File: src/rtl/instr_encoder_if.sv
// Handshake and field bundle between an instruction producer and instr_encoder.
// The master modport belongs to the producer and consumer side, and the slave modport belongs to the encoder.
interface instr_encoder_if #(
  parameter int ADDR_WIDTH = 8
);
  logic                  in_valid;
  logic                  in_ready;
  logic [2:0]            immediate_source;
  logic [6:0]            opcode;
  logic [4:0]            rd;
  logic [4:0]            rs1;
  logic [4:0]            rs2;
  logic [2:0]            funct3;
  logic [6:0]            funct7;
  logic [31:0]           immediate;
  logic                  out_valid;
  logic                  out_ready;
  logic [31:0]           instruction;
  logic                  imm_error;
  logic [ADDR_WIDTH-1:0] instr_addr;
  logic [7:0]            error_count;

  modport master (
    output in_valid, immediate_source, opcode, rd, rs1, rs2, funct3, funct7,
           immediate, out_ready,
    input  in_ready, out_valid, instruction, imm_error, instr_addr, error_count
  );

  modport slave (
    input  in_valid, immediate_source, opcode, rd, rs1, rs2, funct3, funct7,
           immediate, out_ready,
    output in_ready, out_valid, instruction, imm_error, instr_addr, error_count
  );
endinterface

File: src/rtl/instr_encoder.sv
// Packs decoded RV32I fields into instruction words through a two-stage valid/ready pipeline.
// Defining INSTR_ENCODER_ERR_COUNT_EN compiles in the saturating error_count register.
module instr_encoder #(
  parameter int                    ADDR_WIDTH = 8,
  parameter logic [ADDR_WIDTH-1:0] BASE_ADDR  = '0
) (
  input  logic           clk,
  input  logic           reset,
  instr_encoder_if.slave bus
);
  localparam logic [31:0] NOP = 32'h0000_0013;

  logic                  s1_valid;
  logic [31:0]           s1_word;
  logic                  s1_err;
  logic                  out_valid_q;
  logic [31:0]           instr_q;
  logic                  err_q;
  logic [ADDR_WIDTH-1:0] addr_q;
  logic                  s1_load;
  logic                  s2_load;
  logic                  out_xfer;
  logic [31:0]           imm;
  logic [31:0]           pack_word;
  logic                  pack_err;

  assign imm          = bus.immediate;
  assign s2_load      = !out_valid_q | bus.out_ready;
  assign s1_load      = !s1_valid | s2_load;
  assign out_xfer     = out_valid_q & bus.out_ready;
  assign bus.in_ready = !reset & s1_load;

  assign bus.out_valid   = out_valid_q;
  assign bus.instruction = instr_q;
  assign bus.imm_error   = err_q;
  assign bus.instr_addr  = addr_q;

  // The range check is done on the raw bits. A field is representable when its sign bits agree.
  always_comb begin
    pack_word = NOP;
    pack_err  = 1'b0;
    case (bus.immediate_source)
      3'b000: begin
        pack_word = {imm[11:0], bus.rs1, bus.funct3, bus.rd, bus.opcode};
        pack_err  = !((&imm[31:11]) | (~|imm[31:11]));
      end
      3'b001: begin
        pack_word = {imm[11:5], bus.rs2, bus.rs1, bus.funct3, imm[4:0], bus.opcode};
        pack_err  = !((&imm[31:11]) | (~|imm[31:11]));
      end
      3'b010: begin
        pack_word = {imm[12], imm[10:5], bus.rs2, bus.rs1, bus.funct3, imm[4:1],
                     imm[11], bus.opcode};
        pack_err  = !((&imm[31:12]) | (~|imm[31:12])) | imm[0];
      end
      3'b011: begin
        pack_word = {imm[31:12], bus.rd, bus.opcode};
        pack_err  = |imm[11:0];
      end
      3'b100: begin
        pack_word = {imm[20], imm[10:1], imm[11], imm[19:12], bus.rd, bus.opcode};
        pack_err  = !((&imm[31:20]) | (~|imm[31:20])) | imm[0];
      end
      3'b101: begin
        pack_word = {bus.funct7, bus.rs2, bus.rs1, bus.funct3, bus.rd, bus.opcode};
        pack_err  = 1'b0;
      end
      default: pack_err = 1'b1;
    endcase
    if (pack_err) pack_word = NOP;
  end

  always_ff @(posedge clk) begin
    if (reset) begin
      s1_valid    <= 1'b0;
      s1_word     <= '0;
      s1_err      <= 1'b0;
      out_valid_q <= 1'b0;
      instr_q     <= '0;
      err_q       <= 1'b0;
      addr_q      <= BASE_ADDR;
    end else begin
      if (out_xfer) addr_q <= addr_q + 1'b1;
      if (s2_load) begin
        out_valid_q <= s1_valid;
        if (s1_valid) begin
          instr_q <= s1_word;
          err_q   <= s1_err;
        end
      end
      if (s1_load) begin
        s1_valid <= bus.in_valid;
        if (bus.in_valid) begin
          s1_word <= pack_word;
          s1_err  <= pack_err;
        end
      end
    end
  end

`ifdef INSTR_ENCODER_ERR_COUNT_EN
  logic [7:0] err_cnt_q;

  always_ff @(posedge clk) begin
    if (reset) begin
      err_cnt_q <= '0;
    end else if (out_xfer & err_q & (err_cnt_q != 8'hFF)) begin
      err_cnt_q <= err_cnt_q + 8'd1;
    end
  end

  assign bus.error_count = err_cnt_q;
`else
  assign bus.error_count = 8'd0;
`endif

endmodule

File: src/flat_wrapper.sv
// flat-port wrapper written by rule: the top's interface ports become plain ports
module instr_encoder_flat 
#(
  parameter int                    ADDR_WIDTH = 8,
  parameter logic [ADDR_WIDTH-1:0] BASE_ADDR  = '0
)
  (clk, reset, bus_in_valid, bus_immediate_source, bus_opcode, bus_rd, bus_rs1, bus_rs2, bus_funct3, bus_funct7, bus_immediate, bus_out_ready, bus_in_ready, bus_out_valid, bus_instruction, bus_imm_error, bus_instr_addr, bus_error_count);
  instr_encoder_if #(.ADDR_WIDTH(ADDR_WIDTH)) bus_i ();
  input  logic clk;
  input  logic reset;
  input wire logic [$bits(bus_i.in_valid)-1:0] bus_in_valid;
  input wire logic [$bits(bus_i.immediate_source)-1:0] bus_immediate_source;
  input wire logic [$bits(bus_i.opcode)-1:0] bus_opcode;
  input wire logic [$bits(bus_i.rd)-1:0] bus_rd;
  input wire logic [$bits(bus_i.rs1)-1:0] bus_rs1;
  input wire logic [$bits(bus_i.rs2)-1:0] bus_rs2;
  input wire logic [$bits(bus_i.funct3)-1:0] bus_funct3;
  input wire logic [$bits(bus_i.funct7)-1:0] bus_funct7;
  input wire logic [$bits(bus_i.immediate)-1:0] bus_immediate;
  input wire logic [$bits(bus_i.out_ready)-1:0] bus_out_ready;
  output wire logic [$bits(bus_i.in_ready)-1:0] bus_in_ready;
  output wire logic [$bits(bus_i.out_valid)-1:0] bus_out_valid;
  output wire logic [$bits(bus_i.instruction)-1:0] bus_instruction;
  output wire logic [$bits(bus_i.imm_error)-1:0] bus_imm_error;
  output wire logic [$bits(bus_i.instr_addr)-1:0] bus_instr_addr;
  output wire logic [$bits(bus_i.error_count)-1:0] bus_error_count;
  assign bus_i.in_valid = bus_in_valid;
  assign bus_i.immediate_source = bus_immediate_source;
  assign bus_i.opcode = bus_opcode;
  assign bus_i.rd = bus_rd;
  assign bus_i.rs1 = bus_rs1;
  assign bus_i.rs2 = bus_rs2;
  assign bus_i.funct3 = bus_funct3;
  assign bus_i.funct7 = bus_funct7;
  assign bus_i.immediate = bus_immediate;
  assign bus_i.out_ready = bus_out_ready;
  assign bus_in_ready = bus_i.in_ready;
  assign bus_out_valid = bus_i.out_valid;
  assign bus_instruction = bus_i.instruction;
  assign bus_imm_error = bus_i.imm_error;
  assign bus_instr_addr = bus_i.instr_addr;
  assign bus_error_count = bus_i.error_count;
  instr_encoder #(.ADDR_WIDTH(ADDR_WIDTH), .BASE_ADDR(BASE_ADDR)) u_core (.clk(clk), .reset(reset), .bus(bus_i));
endmodule
File: config.mk
export PLATFORM = sky130hd
export DESIGN_NAME = instr_encoder_flat
export DESIGN_NICKNAME = d
export VERILOG_FILES = /design/src/rtl/instr_encoder_if.sv /design/src/rtl/instr_encoder.sv /design/src/flat_wrapper.sv
export SDC_FILE = /design/constraint.sdc
export NUM_CORES = 1
export LEC_CHECK = 0
export CAP_MARGIN = 25
export CORE_ASPECT_RATIO = 0.75
export CORE_MARGIN = 4
export CORE_UTILIZATION = 32
export CTS_CLUSTER_SIZE = 30
export DETAILED_ROUTE_END_ITERATION = 10
export PLACE_DENSITY = 0.68
export RECOVER_POWER = 100
export SYNTH_ARGS = -nofsm -noshare
export SYNTH_HDL_FRONTEND = slang
export SYNTH_SLANG_ARGS = --single-unit
export TNS_END_PERCENT = 5
File: constraint.sdc
create_clock -name clk -period 5.09 [get_ports clk]
set_input_delay 0.7635 -clock clk [delete_from_list [all_inputs] [get_ports clk]]
set_output_delay 0.7635 -clock clk [all_outputs]
set_load 0.005 [all_outputs]
==> results of run 1 <==
[worst paths after layout]
kind / start / to / slack, ns / cells after the start
max: bus_immediate_source[1] / u_core.s1_word[17] / 1.53 / 6
min: u_core.bus.instruction[4] / u_core.bus.instruction[4] / 0.45 / 2
max reg2reg: u_core.bus.out_valid / u_core.bus.instruction[8] / 2.86 / 5
min reg2reg: u_core.bus.instruction[4] / u_core.bus.instruction[4] / 0.45 / 2
[cell families after synthesis]
logic type	after synthesis	share of synthesized area (%)
xor+xnor	6	1.31
fa+ha+maj	1	0.311
buf+inv	52	7.22
simple gates	202	23.0
other cells	1	0.0932
flops	76	37.8
compound gates	137	26.2
mux	16	4.14
[critical path, cell delays in order]
cell and delay [ns]:
dlygate4sd3_1 0.97, inv_1 0.20, a22oi_1 0.23, a2bb2oi_1 0.18, o21a_1 1.16, o31ai_1 0.20
[registers in the layout, indices dropped and copies added, names as in the netlist]
signal / count
u_core.bus.out_valid: 1
u_core.s1_valid: 1
u_core.s1_word: 32
u_core.bus.instr_addr: 8
u_core.s1_err: 1
u_core.bus.instruction: 32
u_core.bus.imm_error: 1
[report_power, final]
group	internal [mW]	leakage (nW)	switching, mW	total, mW
Combinational	0.104	1.22	0.120	0.223
Sequential	0.608	0.615	0.00819	0.617
Clock	0.482	0.166	0.250	0.732
[metal layers]
metal | vias up | GRT usage [%]
met2 | 188 | 23.2
met5 | - | 0
met3 | 10 | 3.46
met1 | 1764 | 23.0
li1 | 1907 | -
met4 | 0 | 3.85
[layout by cell type (no fill, tap or decap), types with 7 or more instances in the layout]
cell,instances
nand2_1,123
dfxtp_1,76
clkdlybuf4s50_1,67
a21oi_1,48
dlygate4sd3_1,45
nor2_1,21
o31ai_1,16
a22oi_1,15
nor2b_1,15
o22ai_1,14
mux2i_1,11
o31ai_2,11
nand3b_1,9
clkbuf_16,9
o21ai_0,8
conb_1,8
buf_4,7
[through the flow]
step / util (%) / instance area, um2
finish: 44.6 / 5480
global route: 44.6 / 5480
CTS: 45.0 / 5540
detailed placement: 42.2 / 5190
global placement: 42.0 / 5170
floorplan: - / 4050
[final cells by class]
type / instances / area share [%]
well taps: 166 / 3.79
flip-flops and latches: 76 / 27.7
clock buffers: 9 / 4.11
multi-input cells: 370 / 40.2
clock inverters: 7 / 2.26
inverters: 5 / 0.342
repair buffers: 121 / 21.6
==> reports/metrics.csv, run 1 <==
stage;metric;value;unit
run_status;status;finished, violations left;
run_status;violations;max-capacitance violations, max-slew violations;
synth;synth_edf_count;0;
flow_run;maxCapViolations;1;
worst_setup_path;critPathArrivalTime;3.71;ns
worst_setup_path;critical_path_class;primary input to register;
sta;fin_hold_ws;0.450;ns
sta;hold_violations;0;
grt;grtUsageTotal;15.7;%
clock_network;post_cts_buffers;0;
power_and_ir_drop;irDropWorstVdd;0.169;mV
route;wl_per_cell;15.5;um
clock_network;clockBufferDepth;2;
placement;io_buffer_count;113;
route;drt-met1-wl;5690;um
synth;avgSynthCellArea;8.19;um2
finish;fill_cells;1200;
clock_network;hold_buffers;0;
sta;fmax;281;MHz
die;die_h;105;um
min_path;hp-class;register to register;
clock_network;clkLatencyLatePin;0.33;ns
sta;min_period;3.56;ns
synth;synth-seq-area-share;37.8;%
power_and_ir_drop;p_leak;2.00;nW
worst_setup_path;worst_ep_required_time;5.24;ns
sta;slew_headroom;-1.90;%
synth;synth-seq-cells;76;
finish;final-instance-count-excl-fill;754;
grt;grt_max_degree;59;
power_and_ir_drop;design_power_total;1.57;mW
worst_setup_path;cp_max_fo;33;
finish;antenna_cells;0;
synth;netlist_area;4020;um2
sta;tns;0;ns
route;drt_pass1_iterations;5;
route;drt-initial-drc-count;263;
synth;yosysUniqueCellTypes;47;
clock_network;post_cts_resized;0;
clock_network;htreeDepth;3;
die;dieArea;14400;um2
sta;grt_setup_unrepaired;no;
placement;dp_slack;1.76;ns
clock_network;clock-root-buffer;clkbuf_16;
die;ios;122;
route;via_per_inst;5.13;
clock_network;cts_made_buffers;9;
synth;synthDominantCellAreaShare;37.8;%
route;wl_met2;4850;um
placement;place.gp.congestion;0.848;
finish;multi_input_area;2200;um2
route;num_vias;3869;
clock_network;clk_pin_slew;0.06;ns
synth;synth.top_cells.by_count;nand2_1, dfxtp_1, a21oi_1, nor2_1, clkbuf_1;
synth;ys.flop_type;dfxtp_1;
synth;yosys_warnings;0;
route;drc_errors;0;
worst_setup_path;startpoint_type;primary input;
sta;final.setup.worst_slack;1.53;ns
grt;grt_pass1_vias;3721;
grt;grt-ovfl-total;0;
die;start_util;32.7;%
route;wirelength;11700;um
route;top_layer;met4;
finish;seq_area;1520;um2
synth;synthTopCellsByArea;dfxtp_1, nand2_1, a21oi_1, o31ai_2, a22oi_1;
sta;skew;0.00511;ns
route;dr_wl_met3;1030;um
placement;hpwl;8920;um
finish;num-nets-final;655;
clock_network;cts_sinks;76;
grt;grt_pass1_wl;18400;um
worst_setup_path;end_kind;register;
sta;tightestPinTransition;1.53;ns
grt;antenna_found_initial;0;
route;antenna_left;0;
synth;yosysMostFrequentCell;nand2_1;
die;rows;35;
clock_network;cts_tree;done;
finish;drive_gt1_share;9.86;%
die;die_x;137;um
sta;final.period_utilization;69.9;%
synth;synthCells;491;
sta;setup_viol;0;
die;fp.coreArea;12300;um2
finish;area_growth;36.3;%
synth;synth.largest_area_cell;dfxtp_1;
placement;dp_cells;738;
synth;ys_async_sr_fraction;0;%
sta;slew_violations;34;
power_and_ir_drop;power.density;287;nW/um2
Note: power is estimated with default switching activity, not from simulation.
==> run 2, diff against run 1 <==
--- a/config.mk
+++ b/config.mk
@@ -11,7 +11,7 @@
 export CORE_UTILIZATION = 32
 export CTS_CLUSTER_SIZE = 30
 export DETAILED_ROUTE_END_ITERATION = 10
-export PLACE_DENSITY = 0.68
+export PLACE_DENSITY = 0.7
 export RECOVER_POWER = 100
 export SYNTH_ARGS = -nofsm -noshare
 export SYNTH_HDL_FRONTEND = slang
==> constraint.sdc (replaced) <==
create_clock -name clk -period 2.85 [get_ports clk]
set_input_delay 0.4275 -clock clk [delete_from_list [all_inputs] [get_ports clk]]
set_output_delay 0.4275 -clock clk [all_outputs]
set_load 0.005 [all_outputs]
==> run 2 against run 1 <==
The run now ends clean. Critical path depth fell by 2. Cell area did not move. Power rose by 67%. Register-to-register slack got worse by 1.7 ns. Clock power rose by 53%. Die area did not move. Clock skew fell by 0.00090 ns. Global-route usage rose by 0.14 points. Clock-buffer cell count rose by 3. Utilization did not move. Critical path type is now primary input to primary output. Setup slack got worse by 1.2 ns. Wire length fell by 0.18%.
==> reports/metrics.csv, run 2 (synthesized netlist as in run 1, its figures left out) <==
stage;metric;value;unit;change
sta;grt_setup_unrepaired;no;;unchanged
finish;layout_commonest_cell;nand2_1;;unchanged
grt;grt_max_degree;34;;was 59
grt;grtUsageTotal;15.8;%;was 15.7%
flow_run;maxCapViolations;0;;was 1
worst_setup_path;path_cells;dlygate4sd3_1, and2b_1, a21oi_1, dlygate4sd3_1;;was dlygate4sd3_1, inv_1, a22oi_1, a2bb2oi_1, o21a_1, o31ai_1
route;drt_pass1_iterations;5;;unchanged
sta;tns;0;ns;unchanged
sta;setup_viol;0;;unchanged
die;start_util;32.7;%;unchanged
finish;seq_area;1520;um2;unchanged
worst_setup_path;end_kind;primary output;;was register
power_and_ir_drop;irDropWorstVdd;0.319;mV;was 0.169 mV
placement;io_buffer_count;113;;unchanged
finish;final_cell_mix;nand2_1, dfxtp_1, clkdlybuf4s50_1, a21oi_1, dlygate4sd3_1;;unchanged
worst_setup_path;critical_path_class;primary input to primary output;;was primary input to register
route;drt-initial-drc-count;264;;was 263
sta;hold_violations;0;;unchanged
sta;min_period;2.54;ns;
grt;grt_pass1_vias;3751;;was 3,721
worst_setup_path;worst_ep_required_time;2.42;ns;was 5.24 ns
route;antenna_left;0;;unchanged
worst_setup_path;slowest_delay;0.65;ns;was 1.16 ns
finish;fill_cells;1173;;was 1,200
clock_network;cts_sinks;76;;unchanged
run_status;status;completed;;was finished, violations left
sta;tightestPinTransition;0.782;ns;was 1.53 ns
min_path;hp-class;register to register;;unchanged
route;via_per_inst;5.07;;was 5.13
clock_network;clock-root-buffer;clkbuf_16;;unchanged
die;rows;35;;unchanged
sta;fmax;394;MHz;
worst_setup_path;crit_slowest_cell;dlygate4sd3_1;;was o21a_1
route;wirelength;11700;um;about the same
clock_network;cts_tree;done;;unchanged
finish;antenna_cells;0;;unchanged
sta;slew_headroom;47.9;%;was -1.90%
power_and_ir_drop;p_leak;2.01;nW;was 2.00 nW
clock_network;clockBufferDepth;2;;unchanged
clock_network;post_cts_resized;0;;unchanged
finish;num-nets-final;661;;was 655
grt;antenna_found_initial;0;;unchanged
worst_setup_path;cp_common_cell;dlygate4sd3_1;;
die;dieArea;14400;um2;unchanged
clock_network;post_cts_buffers;0;;unchanged
clock_network;htreeDepth;3;;unchanged
power_and_ir_drop;power.density;479;nW/um2;was 287 nW/um2
sta;skew;0.00421;ns;was 0.00511 ns
die;fp.coreArea;12300;um2;unchanged
sta;final.period_utilization;89.0;%;
sta;slew_violations;0;;was 34
route;wl_per_cell;15.3;um;was 15.5 um
grt;grt_pass1_wl;18700;um;was 18,400 um
clock_network;clkLatencyLatePin;0.33;ns;about the same
die;ios;122;;unchanged
clock_network;cts_made_buffers;9;;unchanged
route;drc_errors;0;;unchanged
worst_setup_path;cp_max_fo;6;;was 33
route;num_vias;3853;;was 3,869
grt;grt-ovfl-total;0;;unchanged
clock_network;hold_buffers;0;;unchanged
clock_network;clk_pin_slew;0.06;ns;about the same
die;die_h;105;um;unchanged
finish;drive_gt1_share;10.4;%;was 9.86%
finish;area_growth;36.3;%;unchanged
placement;hpwl;8850;um;was 8920 um
die;die_x;137;um;unchanged
sta;fin_hold_ws;0.450;ns;about the same
worst_setup_path;startpoint_type;primary input;;unchanged
finish;multi_input_area;2180;um2;was 2200 um2
placement;place.gp.congestion;0.887;;was 0.848
worst_setup_path;critPathArrivalTime;2.11;ns;was 3.71 ns
-- run 2: cell count changes in the layout (fill, tap and decap cells not counted), sizes merged --
cell           previous run  this run
inv                       6         5
clkbuf                   10        12
buf                       8        15
clkinv                    2         3
clkinvlp                  1         0
bufinv                    3         1
clkdlybuf4s50            67        68
dlygate4sd3              45        44
-- run 2: layer usage --
metal	up-vias	global-route usage (%)	wire, um
li1	1913	-	-
met2	166	23.6	4900
met1	1765	23.3	5750
met5	-	0	0
met3	9	3.08	906
met4	0	3.77	99
-- run 2: final timing paths --
path / slack (ns) / start / cells past startpoint / endpoint
setup / recovery: 0.31 / bus_out_ready / 4 / bus_in_ready
hold / removal: 0.45 / u_core.s1_word[11] / 2 / u_core.bus.instruction[11]
setup reg to reg: 1.17 / u_core.bus.out_valid / 6 / u_core.s1_word[31]
hold reg to reg: 0.45 / u_core.s1_word[11] / 2 / u_core.bus.instruction[11]
-- run 2: where the power goes --
part           switching, mW  internal [mW]  total (mW)
Clock                  0.417          0.700        1.12
Combinational          0.212          0.195       0.407
Sequential            0.0148           1.09        1.10
-- run 2: layout make-up --
type | instances | share of cell area [%]
Inverter | 5 | 0.342
Multi-Input combinational cell | 370 | 39.8
Clock buffer | 12 | 4.50
Sequential cell | 76 | 27.7
Clock inverter | 4 | 0.890
Timing Repair Buffer | 127 | 22.9
Tap cell | 166 | 3.79
-- run 2: through the flow --
step                      cells  utilization [%]  power, mW  instance area (um2)  worst slack, ns
final                       760             44.6       2.63                 5480            0.314
after global routing        760             44.6       2.73                 5480            0.209
after CTS                   760             45.0       2.66                 5540            0.448
after detailed placement    744             42.6       1.54                 5240            0.195
after global placement      744             42.6       1.53                 5240            0.279
after floorplan             498                -       1.36                 4050             1.07
-- run 2: critical path: cells and delay by family --
kind / cells / cell delay (ns)
AND/OR/NAND/NOR: 1 / 0.26
AO/OA/AOI/OAI: 1 / 0.18
buffers and inverters: 2 / 1.24
==> run 3, diff against run 2 <==
--- a/config.mk
+++ b/config.mk
@@ -7,10 +7,10 @@
 export LEC_CHECK = 0
 export CAP_MARGIN = 25
 export CORE_ASPECT_RATIO = 0.75
-export CORE_MARGIN = 4
 export CORE_UTILIZATION = 32
 export CTS_CLUSTER_SIZE = 30
 export DETAILED_ROUTE_END_ITERATION = 10
+export GPL_TIMING_DRIVEN = 0
 export PLACE_DENSITY = 0.7
 export RECOVER_POWER = 100
 export SYNTH_ARGS = -nofsm -noshare
==> run 3 against run 2 <==
Non-clock buffer count rose by 30. Sequential power barely moved. Setup slack got worse by 0.19 ns. Sequential share of layout area fell by 0.47 points. Cell area rose by 1.7%. Global-route usage rose by 2.5 points. Critical path depth rose by 1. Final cell count rose by 3.8%. Clock-buffer cell count fell by 2. Utilization rose by 0.92 points.
==> reports/metrics.csv, run 3 (synthesized netlist as in run 1, its figures left out) <==
stage;metric;value;unit;change
clock_network;post_cts_buffers;0;;unchanged
route;num_vias;4018;;was 3,853
clock_network;clock-root-buffer;clkbuf_16;;unchanged
clock_network;clockBufferDepth;2;;unchanged
grt;grt_max_degree;13;;was 34
sta;hold_violations;0;;unchanged
sta;slew_headroom;58.1;%;was 47.9%
die;ios;122;;unchanged
sta;fmax;367;MHz;was 394 MHz
grt;grt-ovfl-total;0;;unchanged
route;drt-initial-drc-count;266;;was 264
placement;place_area;5360;um2;was 5240 um2
worst_setup_path;cp_max_fo;10;;was 6
clock_network;cts_tree;done;;unchanged
sta;grt_setup_unrepaired;no;;unchanged
grt;grtUsageTotal;18.3;%;was 15.8%
clock_network;clkLatencyLatePin;0.33;ns;about the same
sta;setup_viol;0;;unchanged
worst_setup_path;startpoint_type;primary input;;unchanged
finish;drive_gt1_share;10.9;%;was 10.4%
die;start_util;32.8;%;was 32.7%
clock_network;cts_made_buffers;9;;unchanged
worst_setup_path;critPathArrivalTime;2.30;ns;was 2.11 ns
finish;final_util;45.5;%;was 44.6%
sta;skew;0.00471;ns;was 0.00421 ns
finish;layout_commonest_cell;nand2_1;;unchanged
grt;antenna_found_initial;0;;unchanged
sta;fin_hold_ws;0.450;ns;about the same
placement;hpwl;9320;um;was 8850 um
sta;final.period_utilization;95.7;%;was 89.0%
clock_network;cts_sinks;76;;unchanged
worst_setup_path;crit_slowest_cell;clkdlybuf4s50_1;;was dlygate4sd3_1
sta;tns;0;ns;unchanged
placement;io_buffer_count;110;;was 113
clock_network;htreeDepth;3;;unchanged
route;wirelength;11700;um;about the same
power_and_ir_drop;irDropWorstVdd;0.199;mV;was 0.319 mV
route;wl_per_cell;14.9;um;was 15.3 um
route;drt_pass1_iterations;4;;was 5
route;via_per_inst;5.09;;was 5.07
power_and_ir_drop;p_leak;2.07;nW;was 2.01 nW
flow_run;maxCapViolations;0;;unchanged
finish;final_cell_mix;nand2_1, dfxtp_1, clkdlybuf4s50_1, a21oi_1, dlygate4sd3_1;;unchanged
die;dieArea;13000;um2;was 14,400 um2
die;rows;35;;unchanged
worst_setup_path;critical_path_class;primary input to primary output;;unchanged
grt;grt_pass1_wl;18900;um;was 18,700 um
finish;antenna_cells;0;;unchanged
route;antenna_left;0;;unchanged
clock_network;clk_pin_slew;0.06;ns;about the same
finish;fill_cells;1217;;was 1,173
clock_network;hold_buffers;0;;unchanged
grt;grt_pass1_vias;3684;;was 3,751
placement;place.gp.congestion;0.880;;was 0.887
power_and_ir_drop;power.density;473;nW/um2;was 479 nW/um2
min_path;hp-class;register to register;;unchanged
clock_network;post_cts_resized;0;;unchanged
route;drc_errors;0;;unchanged
worst_setup_path;crit_buf_inv;4;;was 2
die;die_h;99.1;um;was 105 um
worst_setup_path;worst_ep_required_time;2.42;ns;about the same
worst_setup_path;cp_top_family;buffers and inverters;;unchanged
die;fp.coreArea;12300;um2;about the same
finish;num-nets-final;691;;was 661
finish;final_cell_area;5580;um2;was 5480 um2
run_status;status;completed;;unchanged
worst_setup_path;end_kind;primary output;;unchanged
die;die_x;131;um;was 137 um
sta;tightestPinTransition;0.628;ns;was 0.782 ns
finish;area_growth;38.6;%;was 36.3%
sta;slew_violations;0;;unchanged
worst_setup_path;slowest_delay;0.58;ns;was 0.65 ns
worst_setup_path;path_cells;clkdlybuf4s50_1, clkbuf_1, clkbuf_1, a21oi_1, clkdlybuf4s50_1;;was dlygate4sd3_1, and2b_1, a21oi_1, dlygate4sd3_1
sta;min_period;2.73;ns;was 2.54 ns
==> run 3: cell types whose count changed in the layout (fill, tap and decap cells not counted), moves of 2 or more <==
cell,previous run,this run
clkdlybuf4s50_1,68,66
buf_2,1,10
buf_6,0,4
buf_4,12,10
buf_12,2,0
clkbuf_1,2,22
==> run 3: area by class of cell <==
cell class / count / area [um2] / share of cell area, %
plain buffers: 47 / 256 / 4.60
clock buffers: 10 / 239 / 4.29
clock inverters: 5 / 52.6 / 0.942
inverters: 5 / 18.8 / 0.337
multi-input cells: 370 / 2180 / 39.1
flip-flops and latches: 76 / 1520 / 27.3
well taps: 166 / 208 / 3.72
repair buffers: 110 / 1100 / 19.7
==> run 3: worst min-delay path: cells and delay by family, from the launching register on <==
kind | cells | cell delay [ns]
flops | 1 | 0.31
simple gates | 1 | 0.05
compound gates | 1 | 0.05
==> run 3: power by group <==
| group | internal (mW) | total [mW] | switching, mW |
|---|---|---|---|
| registers | 1.09 | 1.10 | 0.0142 |
| logic | 0.204 | 0.425 | 0.221 |
| clock network | 0.691 | 1.11 | 0.420 |
| total | 1.98 | 2.64 | 0.656 |
==> run 3: routing by layer <==
layer / global-route usage (%) / part of all wire (%)
met4: 6.80 / 1.0
met1: 26.3 / 49
met2: 27.8 / 42
met5: 0 / 0
met3: 2.65 / 7.5
==> run 3: worst paths after layout <==
path                                to  slack (ns)  cells past startpoint            startpoint
hold reg to reg   u_core.bus.imm_error        0.45                      2         u_core.s1_err
setup / recovery          bus_in_ready        0.12                      5                 reset
hold / removal    u_core.bus.imm_error        0.45                      2         u_core.s1_err
setup reg to reg    u_core.s1_word[21]        0.96                      6  u_core.bus.out_valid
==> run 3: per-stage QoR <==
step                      instances  power [mW]  worst slack (ns)
after floorplan                 498        1.36              1.07
after global placement          774        1.55             0.181
after detailed placement        774        1.56             0.117
after CTS                       789        2.66             0.112
after global routing            789        2.74            0.0191
final                           789        2.64             0.122
